$ cat config.mk
export PLATFORM = sky130hd
export DESIGN_NAME = ixc_assign_pipe
export DESIGN_NICKNAME = d
export VERILOG_FILES = /design/src/rtl/ixc_assign_pipe.sv
export SDC_FILE = /design/constraint.sdc
export NUM_CORES = 1
export LEC_CHECK = 0
export CELL_PAD_IN_SITES_DETAIL_PLACEMENT = 1
export CELL_PAD_IN_SITES_GLOBAL_PLACEMENT = 1
export CORE_AREA = 2 2 300 302
export DETAILED_ROUTE_END_ITERATION = 8
export DIE_AREA = 0 0 302 304
export PLACE_DENSITY = 0.57
export SYNTH_ARGS = -nofsm -noshare
export SYNTH_HDL_FRONTEND = slang
export SYNTH_SLANG_ARGS = --single-unit
$ cat constraint.sdc
create_clock -name clk -period 3.9 [get_ports clk]
set_input_delay 0.39 -clock clk [delete_from_list [all_inputs] [get_ports clk]]
set_output_delay 0.39 -clock clk [all_outputs]
set_load 0.01 [all_outputs]
$ cat src/rtl/ixc_assign_pipe.sv
// Valid/ready register pipeline of DEPTH stages moving R to L, with bubble collapsing,
// synchronous flush and an emulation force override on the output.
module ixc_assign_pipe #(
    parameter int unsigned WIDTH = 256,
    parameter int unsigned DEPTH = 2,
    parameter int unsigned OCCW  = (DEPTH == 0) ? 1 : $clog2(DEPTH + 1)
) (
    input  logic             clk,
    input  logic             rst_n,
    input  logic [WIDTH-1:0] R,
    input  logic             R_valid,
    output logic             R_ready,
    output logic [WIDTH-1:0] L,
    output logic             L_valid,
    input  logic             L_ready,
    input  logic             flush,
    input  logic             frc_en,
    input  logic [WIDTH-1:0] frc_val,
    output logic [OCCW-1:0]  occ
);

    if (DEPTH == 0) begin : g_pass
        // No state, so clock, reset and flush have nothing to act on.
        logic unused_pass;
        assign unused_pass = ^{clk, rst_n, flush};

        always_comb begin
            R_ready = L_ready & ~frc_en;
            L       = frc_en ? frc_val : R;
            L_valid = R_valid & ~frc_en;
            occ     = '0;
        end
    end else begin : g_pipe
        logic [WIDTH-1:0] d_q [DEPTH];
        logic [WIDTH-1:0] d_d [DEPTH];
        logic [DEPTH-1:0] v_q;
        logic [DEPTH-1:0] v_d;
        logic [DEPTH-1:0] rdy;

        // A stage is ready if empty or if everything downstream can move.
        always_comb begin
            rdy = '0;
            rdy[DEPTH-1] = ~v_q[DEPTH-1] | L_ready;
            for (int k = 1; k < DEPTH; k++) begin
                rdy[DEPTH-1-k] = ~v_q[DEPTH-1-k] | rdy[DEPTH-k];
            end
        end

        always_comb begin
            v_d = v_q;
            d_d = d_q;
            if (flush) begin
                v_d = '0;
            end else if (!frc_en) begin
                if (rdy[0]) begin
                    v_d[0] = R_valid;
                    if (R_valid) d_d[0] = R;
                end
                for (int i = 1; i < DEPTH; i++) begin
                    if (rdy[i]) begin
                        v_d[i] = v_q[i-1];
                        if (v_q[i-1]) d_d[i] = d_q[i-1];
                    end
                end
            end
        end

        always_ff @(posedge clk or negedge rst_n) begin
            if (!rst_n) begin
                v_q <= '0;
                for (int i = 0; i < DEPTH; i++) d_q[i] <= '0;
            end else begin
                v_q <= v_d;
                d_q <= d_d;
            end
        end

        always_comb begin
            R_ready = rdy[0] & ~flush & ~frc_en;
            L       = frc_en ? frc_val : d_q[DEPTH-1];
            L_valid = v_q[DEPTH-1] & ~frc_en;
            occ     = '0;
            for (int i = 0; i < DEPTH; i++) begin
                occ = occ + OCCW'(v_q[i]);
            end
        end
    end

endmodule

==> metrics.cfg <==
[synthesis]
synthMuxAreaShare = 0.4103
synth_fa_ha_area_frac = 0.0005376
synth_area_leader_cell = dfrtp_1
synth_xor_xnor_area_share = 0
syn_inst = 1381
yosys.area.top_type_share = 0.5526
syn_area_per_cell_um2 = 16.85
seq_area_frac_synth = 0.5526
synth_top_family_by_area = multiplexers
netlist_top_cells_area = dfrtp_1, mux2_2, mux2_4
synth_cell_types = 18
ys_seq_elements = 514
ys_warn_count = 0
synth_compound_area_frac = 0.001559
syn_nets = 1900
synth_area_mm2 = 0.02327
yosys.area_share.simple = 0.001989

[route]
vias = 14430
first_iter_violations = 352
viasPerCell = 4.238
detail_route.first_pass.iterations = 4
post-route-drc-count = 0
drt-total-wl_mm = 72.72
drt-wirelength-per-cell_um = 21.36
antenna_left = 0

[clocking]
cts_buffer_depth = 3
h-tree-depth = 2
cts.clk_slew.worst_paths_ns = 0.06
clkSinkCount = 514
clk_latency_ns = 0.60
clockRootBuffer = clkbuf_16
cts_buffers = 59
cts_tree = yes

[power_and_ir_drop]
p_leak_uw = 0.01502
ir_drop_mv = 0.2402
cellPowerDensity_mw_per_mm2 = 545.0

[run]
maxCapViolCount = 0

[timing]
fmax_mhz = 363.4
setup_ws_ns = 1.148
final-setup-viol-count = 0
slew-limit-headroom = 0.3452
tightest_slew_ns = 0.9822
drv_slew = 0
post-route-min-period_ns = 2.752
clock_skew_ns = 0.02423
final-hold-violation-count = 0
fin_setup_tns_ns = 0
period_share = 0.7056
grt_setup_unrepaired = false

[layout]
final_cells = 3405
fin_area_mm2 = 0.03425
layout-drive-gt1-share = 0.4056
nets = 2685
n_fill_cell = 9121
area_delta_synth_final_pct = 47.14

[critical_path]
startpoint_type = primary input
endpoint_kind = primary output
critical_path_class = primary input to primary output
cp_cell_sequence = buf_8 > buf_12 > mux2_2 > clkdlybuf4s50_1
path_buf_inv = 3
crit_fanout = 94
crit_start = frc_en
cp_slowest_cell = clkdlybuf4s50_1
r2r_start = g_pipe.v_q[1]
crit_family = buffers and inverters
arrival_ns = 2.36
max_stage_delay_ns = 0.49
crit_required_ns = 3.51

[global_routing]
grt_pass1_vias = 16630
antenna_found_initial = 18
grt_max_degree = 99
grt_overflow = 0
grt_util_all_layers = 0.1546
grt_pass1_wl_mm = 107.4

[placed_design]
place_congestion = 0.8000
place_area_mm2 = 0.03221
place_ws_ns = 0.8753
place_inst = 3280
io_buffers = 777
place_hpwl_mm = 54.49

[floorplanning]
fp.dieH_um = 304
rows = 110
start_util = 0.2614
core-area_mm2 = 0.08905
die_area_mm2 = 0.09181
ios = 778
dieWidth_um = 302

[min_path]
hp-start = frc_en
hp-class = primary input to flop

[status]
status = finished clean

-- synthesized netlist by cell type (all sizes together) --
cell	instances
ha	1
clkbuf	20
or4b	1
inv	1
nor2b	2
o21ai	2
nand2b	2
a211oi	1
buf	66
dfrtp	514
a21oi	2
mux2	768
a211o	1
-- final cells by class --
type | instances | area [um2] | area share
repair buffers | 810 | 8225 | 0.2402
well taps | 1176 | 1471 | 0.04297
clock buffers | 93 | 1807 | 0.05276
inverters | 1 | 3.754 | 0.0001096
diodes | 15 | 37.54 | 0.001096
flip-flops and latches | 514 | 12860 | 0.3756
clock inverters | 16 | 186.4 | 0.005444
multi-input cells | 780 | 9653 | 0.2819
-- cell families after synthesis --
logic type               after synthesis
buffers and inverters                 87
AO/OA/AOI/OAI                          6
adder cells (fa/ha/maj)                1
multiplexers                         768
flip-flops                           514
AND/OR/NAND/NOR                        5
-- repair_timing --
action / 4_1_cts / 5_1_grt
endpoints found under the hold margin: 87 / 0
hold buffers: 1 / 0
gates resized for setup: 0 / 0
buffers inserted: 0 / 0
-- cell usage in the layout (no fill, tap or decap) --
cell and instances:
o21ai_0 2, or4b_4 1, clkinv_2 10, nand2b_1 2, buf_8 2, buf_4 17
a211oi_1 1, clkdlybuf4s50_1 775, a21oi_1 2, clkinvlp_4 1, diode_2 15, buf_12 15
inv_1 1, clkbuf_16 61, ha_1 1, mux2_2 528, inv_6 1, clkbuf_1 16
bufinv_16 4, dlygate4sd3_1 1, clkbuf_8 16, dfrtp_1 514, nor2b_1 1, nor2b_4 1
a211o_4 1, mux2_4 240
-- sequential cells by signal (all words and copies together) (netlist names) --
name / flops
g_pipe.d_q: 512
g_pipe.v_q: 2
-- where the power goes --
part | switching [uW] | internal [uW]
Sequential | 1140 | 6830
Clock | 2200 | 3420
Combinational | 1480 | 3590
Total | 4820 | 13800
-- worst reg2reg max path, stage by stage (launching register included) --
cell     delay, ns
dfrtp_1       0.42
nor2b_4       0.16
or4b_4        0.89
buf_12        0.42
mux2_4        0.54
-- worst paths after layout --
kind                                    to  slack [ns]  cells after the start
setup / recovery                    L[115]        1.15                      4
setup reg to reg            g_pipe.d_q[67]        1.36                      4
min in group asynchronous  g_pipe.d_q[417]        0.44                      2
max in group asynchronous  g_pipe.d_q[390]        2.33                      3
hold reg to reg            g_pipe.d_q[110]        0.50                      1
hold / removal               g_pipe.v_q[1]        0.39                      3
-- routing by layer --
| layer | vias to the layer above | wire length, um | track usage |
|---|---|---|---|
| met2 | 401 | 39880 | 0.2902 |
| met1 | 7382 | 27000 | 0.1678 |
| met3 | 98 | 4268 | 0.03741 |
| met5 | - | 61 | 0 |
| met4 | 10 | 1517 | 0.05100 |
| li1 | 6538 | - | - |
-- through the flow --
step           hold slack [ns]  total power, uW    util
2_1_floorplan          0.09441            10420       -
5_1_grt                 0.3569            19660  0.3845
6_report                0.3885            18660  0.3846
3_3_place_gp            0.4806            13080  0.3617
3_5_place_dp            0.4862            13230  0.3617
4_1_cts                 0.3376            19050  0.3842
Power figures use the tool's default switching activity.
